<file path="src/rtl/game_judge_pkg.sv">
// Shared definitions for the game judge: FSM state encoding, default game
// constants and a small popcount helper for the enemy-hit vector.
package game_judge_pkg;

  typedef enum logic [1:0] {
    IDLE   = 2'd0,
    PLAY_C = 2'd1,
    PLAY_I = 2'd2,
    OVER   = 2'd3
  } state_t;

  localparam int DEF_CLK_HZ       = 100_000_000;
  localparam int DEF_INIT_LIVES   = 3;
  localparam int DEF_MAX_LIVES    = 7;
  localparam int DEF_CLASSIC_TIME = 60;
  localparam int DEF_KILL_TARGET  = 20;

  function automatic logic [2:0] popcount4(input logic [3:0] v);
    return {2'b00, v[0]} + {2'b00, v[1]} + {2'b00, v[2]} + {2'b00, v[3]};
  endfunction

endpackage

</file>
<file path="src/rtl/game_tick_gen.sv">
// Seconds prescaler for the classic round timer.
// Ports:
//   clk, rst_n : system clock, async active-low reset
//   clear      : restart the count at 0 (round start)
//   run        : advance the count this cycle
//   tick       : one-cycle pulse on the cycle the count wraps CLK_HZ-1 -> 0
module game_tick_gen #(
  parameter int CLK_HZ = 100_000_000
) (
  input  logic clk,
  input  logic rst_n,
  input  logic clear,
  input  logic run,
  output logic tick
);

  localparam int CW = (CLK_HZ > 1) ? $clog2(CLK_HZ) : 1;
  localparam logic [CW-1:0] LAST = CW'(CLK_HZ - 1);

  logic [CW-1:0] cnt;

  assign tick = run && !clear && (cnt == LAST);

  always_ff @(posedge clk or negedge rst_n) begin
    if (!rst_n) begin
      cnt <= '0;
    end else if (clear) begin
      cnt <= '0;
    end else if (run) begin
      if (cnt == LAST) cnt <= '0;
      else             cnt <= cnt + 1'b1;
    end
  end

endmodule

</file>
<file path="src/rtl/game_judge.sv">
// Game judge: tracks score, lives and classic round time, and decides when a
// classic or infinity round is over and whether it was won.
// Ports:
//   clk, rst_n                      : system clock, async active-low reset
//   enable_game_classic/_infinity   : mode-controller levels selecting a round
//   mytank_hit, enytank_hit[3:0]    : one-cycle destruction pulses
//   reward_life                     : one-cycle extra-life pulse
//   gameover_classic/_infinity, win : round result levels
//   score[15:0], lives[2:0], time_left[7:0] : round counters
//
// state  | meaning
// IDLE   | no round; waiting for an enable, pulses ignored
// PLAY_C | classic round: kills, lives and seconds countdown
// PLAY_I | infinity round: ends only when lives run out
// OVER   | round finished; results frozen until both enables drop
module game_judge
  import game_judge_pkg::*;
#(
  parameter int CLK_HZ       = DEF_CLK_HZ,
  parameter int INIT_LIVES   = DEF_INIT_LIVES,
  parameter int MAX_LIVES    = DEF_MAX_LIVES,
  parameter int CLASSIC_TIME = DEF_CLASSIC_TIME,
  parameter int KILL_TARGET  = DEF_KILL_TARGET
) (
  input  logic        clk,
  input  logic        rst_n,
  input  logic        enable_game_classic,
  input  logic        enable_game_infinity,
  input  logic        mytank_hit,
  input  logic [3:0]  enytank_hit,
  input  logic        reward_life,
  output logic        gameover_classic,
  output logic        gameover_infinity,
  output logic        win,
  output logic [15:0] score,
  output logic [2:0]  lives,
  output logic [7:0]  time_left
);

  localparam logic [2:0]  INIT_L = 3'(INIT_LIVES);
  localparam logic [2:0]  MAX_L  = 3'(MAX_LIVES);
  localparam logic [7:0]  TIME_C = 8'(CLASSIC_TIME);
  localparam logic [15:0] KILL_T = 16'(KILL_TARGET);

  state_t      state, state_n;
  logic [15:0] score_n, upd_score;
  logic [2:0]  lives_n, upd_lives;
  logic [7:0]  time_n, upd_time;
  logic        win_n, goc_n, goi_n;
  logic        clear, tick;
  logic [16:0] ssum;
  logic [3:0]  lsum;

  game_tick_gen #(.CLK_HZ(CLK_HZ)) u_tick (
    .clk   (clk),
    .rst_n (rst_n),
    .clear (clear),
    .run   (state == PLAY_C),
    .tick  (tick)
  );

  // Candidate counter updates for a playing cycle; the FSM decides whether
  // they are committed.
  always_comb begin
    ssum      = {1'b0, score} + {14'b0, popcount4(enytank_hit)};
    upd_score = ssum[16] ? 16'hFFFF : ssum[15:0];

    // Reward is added before the hit is taken so hit+reward is neutral even
    // at the floor; a lone hit at 0 lives stays at 0.
    lsum = {1'b0, lives} + {3'b000, reward_life};
    if (mytank_hit && (lsum != 4'd0)) lsum = lsum - 4'd1;
    upd_lives = (lsum > {1'b0, MAX_L}) ? MAX_L : lsum[2:0];

    upd_time = (tick && (time_left != 8'd0)) ? time_left - 8'd1 : time_left;
  end

  always_comb begin
    state_n = state;
    score_n = score;
    lives_n = lives;
    time_n  = time_left;
    win_n   = win;
    goc_n   = gameover_classic;
    goi_n   = gameover_infinity;
    clear   = 1'b0;

    case (state)
      IDLE: begin
        if (enable_game_classic || enable_game_infinity) begin
          state_n = enable_game_classic ? PLAY_C : PLAY_I;
          score_n = '0;
          lives_n = INIT_L;
          time_n  = enable_game_classic ? TIME_C : 8'd0;
          win_n   = 1'b0;
          clear   = 1'b1;
        end
      end
      PLAY_C: begin
        score_n = upd_score;
        lives_n = upd_lives;
        time_n  = upd_time;
        if ((upd_lives == 3'd0) || (upd_time == 8'd0) || (upd_score >= KILL_T)) begin
          state_n = OVER;
          goc_n   = 1'b1;
          win_n   = (upd_score >= KILL_T) && (upd_lives != 3'd0);
        end else if (!enable_game_classic) begin
          state_n = IDLE;
        end
      end
      PLAY_I: begin
        score_n = upd_score;
        lives_n = upd_lives;
        if (upd_lives == 3'd0) begin
          state_n = OVER;
          goi_n   = 1'b1;
        end else if (!enable_game_infinity) begin
          state_n = IDLE;
        end
      end
      OVER: begin
        if (!enable_game_classic && !enable_game_infinity) begin
          state_n = IDLE;
          goc_n   = 1'b0;
          goi_n   = 1'b0;
        end
      end
      default: state_n = IDLE;
    endcase
  end

  always_ff @(posedge clk or negedge rst_n) begin
    if (!rst_n) begin
      state             <= IDLE;
      score             <= '0;
      lives             <= '0;
      time_left         <= '0;
      win               <= 1'b0;
      gameover_classic  <= 1'b0;
      gameover_infinity <= 1'b0;
    end else begin
      state             <= state_n;
      score             <= score_n;
      lives             <= lives_n;
      time_left         <= time_n;
      win               <= win_n;
      gameover_classic  <= goc_n;
      gameover_infinity <= goi_n;
    end
  end

endmodule

</file>
<file path="config.mk">
export PLATFORM = sky130hd
export DESIGN_NAME = game_judge
export DESIGN_NICKNAME = d
export VERILOG_FILES = /design/src/rtl/game_judge_pkg.sv /design/src/rtl/game_tick_gen.sv /design/src/rtl/game_judge.sv
export SDC_FILE = /design/constraint.sdc
export NUM_CORES = 1
export LEC_CHECK = 0
export BUFFER_PORTS_ARGS = -buffer_cell sky130_fd_sc_hd__buf_2
export CAP_MARGIN = 25
export CORE_MARGIN = 2
export CORE_UTILIZATION = 65
export DETAILED_ROUTE_END_ITERATION = 7
export GPL_TIMING_DRIVEN = 0
export PLACE_DENSITY = 0.88
export SYNTH_ARGS = -nofsm -noshare
export SYNTH_HDL_FRONTEND = slang
export SYNTH_SLANG_ARGS = --single-unit
export TNS_END_PERCENT = 20
</file>
<file path="constraint.sdc">
create_clock -name clk -period 4.56 [get_ports clk]
set_input_delay 0.684 -clock clk [delete_from_list [all_inputs] [get_ports clk]]
set_output_delay 0.684 -clock clk [all_outputs]
set_load 0.005 [all_outputs]
</file>
==> key figures, run 1 <==
Hold path
  • Hold/Removal Path Class: primary input to async pin

CTS
  • H-tree Lvls: 3
  • Cts repair resizes: 0
  • Root buf cell: clkbuf_8
  • CTS max path bufs: 2
  • CTS Buf Count: 9
  • CTS tree: yes
  • Clock sinks: 59
  • Postcts setup bufs: 0
  • Reg clk slew, reported paths: 0.07 ns
  • Post-cts hold buffer count: 0
  • Worst skew pair latency: 0.33 ns

Layout
  • Design area: 4640 um2
  • Layout Nets: 560
  • Area growth syn-to-layout: 11.5%
  • Share of cells above drive strength 1: 0.163
  • Ant diodes: 0
  • Final std cells w/o fill: 616

Timing
  • Fin. Hold Viols: 0
  • PnR worst setup slack: 0.655 ns
  • Max Clock Freq: 256 MHz
  • Max_slew headroom: 0.446
  • Setup violators final: 0
  • Worst Skew: 0.00740 ns
  • Worst hold slack: 0.316 ns
  • Worst-Margin Slew: 0.826 ns
  • Post-layout min period: 3.91 ns
  • RSZ-0062 raised after global routing: false
  • Count of pins over their slew limit: 0
  • Final period util: 0.856
  • Setup TNS: 0 ns

Global routing
  • GR Util met3: 0.0564
  • Remaining Overflow, GRT: 0
  • Met2 usage: 0.459
  • Total track usage: 0.292
  • Largest net degree at the start of global routing: 41
  • Global-route wire length before repair: 16.9 mm
  • Initial antenna violation count: 0
  • GR Util met1: 0.403
  • Grt peak-use layer: met2
  • Vias in the first global route: 3748

Synth
  • Syn Nets: 509
  • Share of the synthesized area in the top cell type: 0.355
  • Ranking of synthesized cells by area: dfrtp_1 35%, o21ai_0 6.9%, nand2_1 4.6%, nor2_1 4.1%, ha_1 3.3%
  • Most instantiated cells after synthesis: 59 x dfrtp_1, 57 x o21ai_0, 51 x nand2_1
  • Most common cell in the netlist: dfrtp_1
  • Top_reg_cell synth: dfrtp_1
  • Post-Syn Area: 4160 um2
  • Ys Warns: 0
  • Async S/R FF share, synth: 1.00
  • Compound-Gate Fraction of Synth Area: 0.213
  • Adder-Cell Fraction of Synth Area: 0.0475
  • Post-synthesis sequential area ratio: 0.355
  • Synth unique cells: 71
  • Dominant cell type by area after synthesis: dfrtp_1
  • Multiplexer area fraction after synthesis: 0.0249
  • Number of synthesized flops with an enable pin: 0
  • Main combinational cell family by area after synthesis: simple AND/OR/NAND/NOR gates
  • Simple-gate portion of the synthesized area: 0.274
  • Average footprint of a synthesized cell: 8.59 um2
  • Mapped Cells: 485
  • Xor/xnor share of the synthesized area: 0.0370
  • Synth Register Bits: 59

Setup path
  • Crit path max fanout: 6
  • Slowest-stage cell, CP: fa_1
  • CP delay by family, top: simple AND/OR/NAND/NOR gates
  • Crit path largest cell delay: 0.52 ns
  • CP dominant cell by count: fa_1
  • CP cell instances: buf_2 -> fa_1 -> inv_1 -> fa_1 -> inv_1 -> fa_1 -> nand3_1 -> nor4_2 -> nand4b_1 -> a32oi_1 -> and4b_1 -> and3_1 -> buf_6 -> a2bb2oi_1 -> o32ai_1
  • CP Data Arrival Time: 4.11 ns
  • Worst setup path class: primary input to flop
  • Buf/Inv on CP: 4
  • Crit start category: primary input
  • CP Data Required Time: 4.77 ns
  • Crit end category: flop

Floorplanning
  • Starting density of the core: 0.663
  • Chip height: 84.0 um
  • Cell row count: 29
  • Die area: 7060 um2
  • CORE AREA: 6280 um2
  • Die width: 84.0 um
  • I/O pins: 40

Routing
  • Via count: 4006
  • Pre-Repair DR Iteration Count: 6
  • Wirelength, routed: 10.0 mm
  • DRC Markers: 0
  • Initial DRC Count: 399
  • ANT nets after route: 0
  • Routed WL per cell: 16.2 um
  • Vias per inst: 6.50

Place
  • DPL Wire Length: 7.16 mm
  • Placed inst area: 4480 um2
  • Placed cells: 602
  • Worst slack, placed: 0.400 ns
  • GP Congestion: 0.960
  • # port buffers: 39

Status
  • Status: finished clean

Pwr
  • LEAKAGE: 2.13 nW
  • VDD IR max: 332 uV
  • PwrDens: 476 nW/um2

Flow run
  • Maxcap violations: 0
cells by family (layout without fill, tap and decap cells):
group	count (synthesis)	count (layout)
simple gates	201	201
compound gates	140	140
flops	59	59
buf+inv	46	100
xor+xnor	16	16
fa+ha+maj	14	14
mux	9	9
state kept, by name (all words and copies together), names as in the netlist:
name               cells
win                    1
gameover_infinity      1
lives                  3
state                  2
score                 16
gameover_classic       1
time_left              8
u_tick.cnt            27
stage by stage:
stage | power, mW | util
4_1_cts | 2.21 | 0.739
3_3_place_gp | 1.73 | 0.710
6_report | 2.21 | 0.739
3_5_place_dp | 1.78 | 0.713
2_1_floorplan | 1.48 | -
5_1_grt | 2.37 | 0.739
final timing paths:
| path | startpoint | to | slack, ns | depth (start not counted) |
|---|---|---|---|---|
| max in group asynchronous | rst_n | u_tick.cnt[19]$_DFFE_PN0P_ | 3.65 | 2 |
| max reg2reg | score[0]$_DFFE_PN0P_ | state[0]$_DFFE_PN0P_ | 1.24 | 13 |
| min reg2reg | gameover_classic$_DFFE_PN0P_ | gameover_classic$_DFFE_PN0P_ | 0.51 | 2 |
| min in group clk | gameover_classic$_DFFE_PN0P_ | gameover_classic$_DFFE_PN0P_ | 0.51 | 2 |
| max | enytank_hit[0] | state[0]$_DFFE_PN0P_ | 0.65 | 15 |
| min | rst_n | score[6]$_DFFE_PN0P_ | 0.32 | 1 |
per-layer routing:
metal	routed length [um]	vias to the layer above
li1	-	1874
met1	4420	1926
met2	4710	187
met3	700	19
met4	174	0
met5	0	-
area by class of cell:
type | count | area [um2]
clock inverter | 3 | 15.0
tap | 77 | 96.3
timing repair buffer | 40 | 215
buffer | 24 | 124
clock buffer | 11 | 151
sequential | 59 | 1480
multi-input combinational | 380 | 2480
inverter | 22 | 82.6
fill | 483 | 1640
power by group:
| part | leakage [nW] | internal [mW] | switching, mW |
|---|---|---|---|
| sequential | 0.793 | 0.596 | 0.0837 |
| clock | 0.0908 | 0.218 | 0.204 |
| combinational | 1.24 | 0.438 | 0.671 |
cell usage in the layout, fill, tap and decap left out, types with 4 or more instances in the layout:
cell	count
dfrtp_1	59
o21ai_0	57
nand2_1	51
buf_2	48
nor2_1	45
inv_1	22
a21oi_1	21
nand3_1	20
clkbuf_1	11
a22o_1	11
ha_1	11
clkbuf_8	11
and3_1	10
xor2_1	9
nor3_1	9
nand4_1	9
a31oi_1	9
or3_1	8
nand2b_1	6
nor2b_1	6
xnor2_1	6
a222oi_1	5
nor4_1	4
mux2i_1	4
or4_1	4
o31ai_1	4
Note: power is estimated with default switching activity, not from simulation.
==> inputs of run 2 (changes only) <==
ABC_AREA = 1   (was default)
CORE_UTILIZATION = 64   (was 65)
PLACE_DENSITY = 0.87   (was 0.88)
==> key figures, run 2 <==
Routing
  • DRC Markers: 0
  • Routed WL per cell: 13.8 um
  • Via count: 4051
  • Pre-Repair DR Iteration Count: 5
  • Wirelength, routed: 9.64 mm
  • Initial DRC Count: 267
  • Vias per inst: 5.79
  • ANT nets after route: 0

Synth
  • Share of the synthesized area in the top cell type: 0.367
  • Most common cell in the netlist: nand2_1
  • Number of synthesized flops with an enable pin: 0
  • Synth Register Bits: 59
  • Post-synthesis sequential area ratio: 0.367
  • Mapped Cells: 572
  • Syn Nets: 596
  • Dominant cell type by area after synthesis: dfrtp_1
  • Most instantiated cells after synthesis: 157 x nand2_1, 71 x inv_1, 70 x nor2_1
  • Async S/R FF share, synth: 1.00
  • Average footprint of a synthesized cell: 7.03 um2
  • Ys Warns: 0
  • Ranking of synthesized cells by area: dfrtp_1 37%, nand2_1 15%, inv_1 6.6%, nor2_1 6.5%, nand3_1 4.6%
  • Post-Syn Area: 4020 um2
  • Top_reg_cell synth: dfrtp_1
  • Synth unique cells: 37

Floorplanning
  • Die area: 6940 um2
  • Chip height: 83.3 um
  • Die width: 83.3 um
  • I/O pins: 40
  • Cell row count: 28
  • CORE AREA: 5990 um2
  • Starting density of the core: 0.671

CTS
  • Post-cts hold buffer count: 0
  • CTS max path bufs: 2
  • Reg clk slew, reported paths: 0.07 ns
  • Worst skew pair latency: 0.34 ns
  • Root buf cell: clkbuf_8
  • Postcts setup bufs: 0
  • H-tree Lvls: 3
  • CTS tree: yes
  • CTS Buf Count: 9
  • Cts repair resizes: 0
  • Clock sinks: 59

Layout
  • Largest regs: u_tick.cnt: 27 flops, score: 16 flops, time_left: 8 flops
  • Most frequent cells in the layout: 157 x nand2_1, 71 x inv_1, 70 x nor2_1, 59 x dfrtp_1, 39 x buf_2
  • Share of cells above drive strength 1: 0.128
  • Largest register FFs: 27
  • Layout Nets: 647
  • Biggest register: u_tick.cnt
  • Most common library cell in the layout ignoring fill and taps: nand2_1
  • Ant diodes: 0
  • Final Util: 0.748
  • Area growth syn-to-layout: 11.4%

Pwr
  • Pwr Total: 1.89 mW
  • VDD IR max: 321 uV
  • LEAKAGE: 2.19 nW
  • PwrDens: 423 nW/um2

Global routing
  • Global-route wire length before repair: 16.6 mm
  • Initial antenna violation count: 0
  • Vias in the first global route: 3877
  • Remaining Overflow, GRT: 0
  • Largest net degree at the start of global routing: 36
  • Total track usage: 0.290

Setup path
  • Reg2reg start: score[0]$_DFFE_PN0P_
  • Crit start category: primary input
  • Crit end category: flop
  • CP Data Arrival Time: 3.66 ns
  • Crit path max fanout: 6
  • Reg-to-reg endpoint: state[1]$_DFFE_PN0P_
  • Worst setup path class: primary input to flop
  • Reg2reg path depth: 20
  • CP Data Required Time: 4.79 ns
  • R2r setup slk: 1.65 ns

Timing
  • Setup TNS: 0 ns
  • Final period util: 0.753
  • Fin. Hold Viols: 0
  • Worst Skew: 0.00821 ns
  • Max Clock Freq: 291 MHz
  • Worst hold slack: 0.345 ns
  • Setup violators final: 0
  • Post-layout min period: 3.43 ns
  • PnR worst setup slack: 1.13 ns
  • Count of pins over their slew limit: 0
  • RSZ-0062 raised after global routing: false
  • Max_slew headroom: 0.555
  • Worst-Margin Slew: 0.660 ns

Hold path
  • Hold/Removal Path Class: primary input to async pin

Place
  • DPL Wire Length: 7.22 mm
  • Worst slack, placed: 0.839 ns
  • # port buffers: 39
  • GP Congestion: 0.885

Flow run
  • Maxcap violations: 0

Status
  • Status: finished clean
## run 2: worst max path at each step
stage | endpoint | cells after the start | from
floorplan | state[0]$_DFFE_PN0P_ | 22 | enytank_hit[0]
global placement | state[1]$_DFFE_PN0P_ | 23 | enytank_hit[0]
detailed placement | state[1]$_DFFE_PN0P_ | 23 | enytank_hit[0]
CTS | state[1]$_DFFE_PN0P_ | 23 | enytank_hit[0]
global route | state[1]$_DFFE_PN0P_ | 24 | enytank_hit[0]
finish | state[1]$_DFFE_PN0P_ | 23 | enytank_hit[0]
## run 2: area by class of cell
| type | instances | area, um2 |
|---|---|---|
| buffer | 7 | 37.5 |
| fill | 481 | 1510 |
| clock buffer | 13 | 149 |
| tap | 75 | 93.8 |
| timing repair buffer | 40 | 215 |
| sequential | 59 | 1480 |
| inverter | 77 | 289 |
| multi-input combinational | 429 | 2220 |
## run 2: metrics by stage
stage,area [um2],instances
final,4480,700
after global routing,4480,700
after CTS,4480,700
after detailed placement,4330,687
after global placement,4310,686
after floorplan,4020,572
## run 2: layer usage
layer / global-route usage / up-vias / wire, um
li1: - / 1968 / -
met1: 0.364 / 1871 / 4010
met2: 0.496 / 182 / 4740
met3: 0.0467 / 30 / 623
met4: 0.124 / 0 / 263
met5: 0 / - / 0
## run 2: report_power, final
group	total, mW	internal [mW]	switching, mW
registers	0.652	0.593	0.0588
logic	0.847	0.272	0.575
clock network	0.394	0.204	0.191
total	1.89	1.07	0.824
## run 2: kinds of logic (layout without fill, tap and decap cells)
| family | Yosys count | in the layout | share of synthesized area |
|---|---|---|---|
| buffers and inverters | 84 | 137 | 0.0812 |
| XOR/XNOR | 18 | 18 | 0.0392 |
| AND/OR/NAND/NOR | 318 | 318 | 0.349 |
| flip-flops | 59 | 59 | 0.367 |
| adder cells (fa/ha/maj) | 14 | 14 | 0.0491 |
| AO/OA/AOI/OAI | 79 | 79 | 0.114 |
## run 2: critical path, cell delays in order
cell and delay (ns):
buf_2 0.11, fa_1 0.52, inv_1 0.06, fa_1 0.39, inv_1 0.13, fa_1 0.24, nand3_2 0.16, nor2_4 0.18
nand2_1 0.10, nand2_1 0.09, nand2_1 0.06, nor2_1 0.10, nand3_1 0.11, nor2_1 0.09, nand2_1 0.09, nor2_2 0.12
nand2_2 0.07, nand2_2 0.07, nand2_2 0.05, nand2_2 0.06, nand2_1 0.05, nand2_1 0.05, nand2_1 0.05
==> inputs of run 3 (changes only) <==
ABC_AREA = 0   (was 1)
CORE_UTILIZATION = 54   (was 64)
PLACE_DENSITY = 0.79   (was 0.87)
clock period = 3.15 ns   (was 4.56 ns; I/O delays follow)
==> key figures, run 3 (synthesized netlist as in run 1, its figures left out) <==
Status
  • Status: finished with violations
  • Failing checks: negative setup slack

Layout
  • Area growth syn-to-layout: 18.0%
  • Biggest register: u_tick.cnt
  • Most common library cell in the layout ignoring fill and taps: dfrtp_1
  • Design area: 4910 um2
  • Largest regs: u_tick.cnt: 27 flops, score: 16 flops, time_left: 8 flops
  • Ant diodes: 0
  • Layout Nets: 566
  • Largest register FFs: 27
  • Final std cells w/o fill: 649
  • Share of cells above drive strength 1: 0.208
  • Most frequent cells in the layout: 59 x dfrtp_1, 57 x o21ai_0, 51 x nand2_1, 47 x buf_2, 45 x nor2_1
  • Final Util: 0.646

Global routing
  • Remaining Overflow, GRT: 0
  • Global-route wire length before repair: 18.6 mm
  • Initial antenna violation count: 0
  • Largest net degree at the start of global routing: 26
  • Vias in the first global route: 3932
  • Total track usage: 0.270

Timing
  • Setup TNS: -0.0533 ns
  • Worst-Margin Slew: 0.791 ns
  • Worst Skew: 0.0139 ns
  • Final period util: 1.02
  • Worst hold slack: 0.0544 ns
  • Count of pins over their slew limit: 0
  • Post-layout min period: 3.20 ns
  • Max Clock Freq: 312 MHz
  • PnR worst setup slack: -0.0533 ns
  • Max_slew headroom: 0.469
  • RSZ-0062 raised after global routing: true
  • Fin. Hold Viols: 0
  • Setup violators final: 1

Pwr
  • Pwr Total: 3.54 mW
  • Part of the power in registers: 0.279
  • VDD IR max: 372 uV
  • Clock network fraction of total power: 0.227
  • PwrDens: 720 nW/um2
  • Switching share of power: 0.424
  • Logic pwr share: 0.494
  • Psw: 1.50 mW
  • LEAKAGE: 2.21 nW
  • Internal power: 2.04 mW

Floorplanning
  • I/O pins: 40
  • Cell row count: 32
  • Die area: 8430 um2
  • Die width: 91.8 um
  • CORE AREA: 7610 um2
  • Chip height: 91.8 um
  • Starting density of the core: 0.547

Place
  • # port buffers: 39
  • Placed cells: 628
  • DPL Wire Length: 7.52 mm
  • GP Congestion: 0.881
  • Placed inst area: 4560 um2
  • Worst slack, placed: -0.595 ns

CTS
  • Reg clk slew, reported paths: 0.08 ns
  • CTS max path bufs: 2
  • Root buf cell: clkbuf_8
  • Clock sinks: 59
  • Worst skew pair latency: 0.34 ns
  • CTS Buf Count: 9
  • H-tree Lvls: 3
  • CTS tree: yes

Setup path
  • CP Data Required Time: 3.35 ns
  • Worst setup path class: flop to flop
  • Crit path largest cell delay: 0.40 ns
  • Reg2reg start: lives[0]$_DFFE_PN0P_
  • Reg2reg path depth: 12
  • CP cell instances: ha_1 -> ha_1 -> inv_2 -> ha_4 -> xnor3_1 -> and3_1 -> o21ai_0 -> a21oi_1 -> a22oi_2 -> nor2_1 -> a222oi_1 -> nand3_2
  • R2r setup slk: -0.05 ns
  • Slowest-stage cell, CP: dfrtp_1
  • Crit end category: flop
  • Crit start category: flop
  • CP Data Arrival Time: 3.40 ns
  • Reg-to-reg endpoint: state[1]$_DFFE_PN0P_
  • CP dominant cell by count: ha_1
  • Crit path max fanout: 6

Routing
  • Wirelength, routed: 10.8 mm
  • Pre-Repair DR Iteration Count: 5
  • DRC Markers: 0
  • Vias per inst: 6.18
  • Routed WL per cell: 16.6 um
  • Via count: 4012
  • Initial DRC Count: 313
  • ANT nets after route: 0

Flow run
  • Maxcap violations: 0

Hold path
  • Hold/Removal Path Class: primary input to async pin
run 3: cell count changes in the layout (fill, tap and decap cells not counted), sizes merged, moves of 7 or more:
cell / change
nand3: -16
or3: +9
o22ai: -14
a22o: +7
nand2: -113
nor2: -35
and3: +10
o21ai: +28
inv: -55
buf: +17
run 3: power by group through the flow:
stage,sequential (mW),combinational (mW),clock (mW)
floorplan,0.984,1.16,0
global placement,0.990,1.54,0
detailed placement,0.998,1.60,0
CTS,0.984,1.65,0.812
global route,1.00,1.93,0.842
finish,0.987,1.75,0.805
run 3: per-layer routing:
layer	part of all wire	wire length, um	global-route usage
met1	0.44	4780	0.357
met2	0.48	5140	0.447
met3	0.058	630	0.0419
met4	0.022	240	0.106
met5	0	0	0
run 3: worst max path at each step:
stage | startpoint | to | slack [ns] | depth (start not counted)
after CTS | enytank_hit[3] | state[1]$_DFFE_PN0P_ | -0.06 | 14
after detailed placement | enytank_hit[0] | state[0]$_DFFE_PN0P_ | -0.60 | 15
after floorplan | enytank_hit[0] | state[1]$_DFFE_PN0P_ | -0.17 | 14
after global placement | enytank_hit[0] | state[0]$_DFFE_PN0P_ | -0.55 | 15
final | lives[0]$_DFFE_PN0P_ | state[1]$_DFFE_PN0P_ | -0.05 | 12
after global routing | lives[0]$_DFFE_PN0P_ | state[1]$_DFFE_PN0P_ | -0.16 | 12
run 3: cell type report:
type	instances	area [um2]
flip-flops and latches	59	1480
clock inverters	4	72.6
plain buffers	23	113
multi-input cells	380	2590
well taps	102	128
inverters	22	82.6
clock buffers	12	155
fillers	621	2690
repair buffers	47	294
run 3: what timing repair did:
| item | CTS | global route |
|---|---|---|
| hold buffers | 0 | 0 |
| resized for setup | 11 | 8 |
| pin swaps | 10 | 4 |
| setup buffers | 6 | 0 |
| endpoints found under the setup margin | 4 | 4 |
run 3: critical path: cells and delay by family, from the launching register on:
kind,cells,cell delay [ns]
buffers and inverters,1,0.12
adder cells (fa/ha/maj),3,0.73
AND/OR/NAND/NOR,3,0.44
AO/OA/AOI/OAI,4,1.01
XOR/XNOR,1,0.37
flip-flops,1,0.40
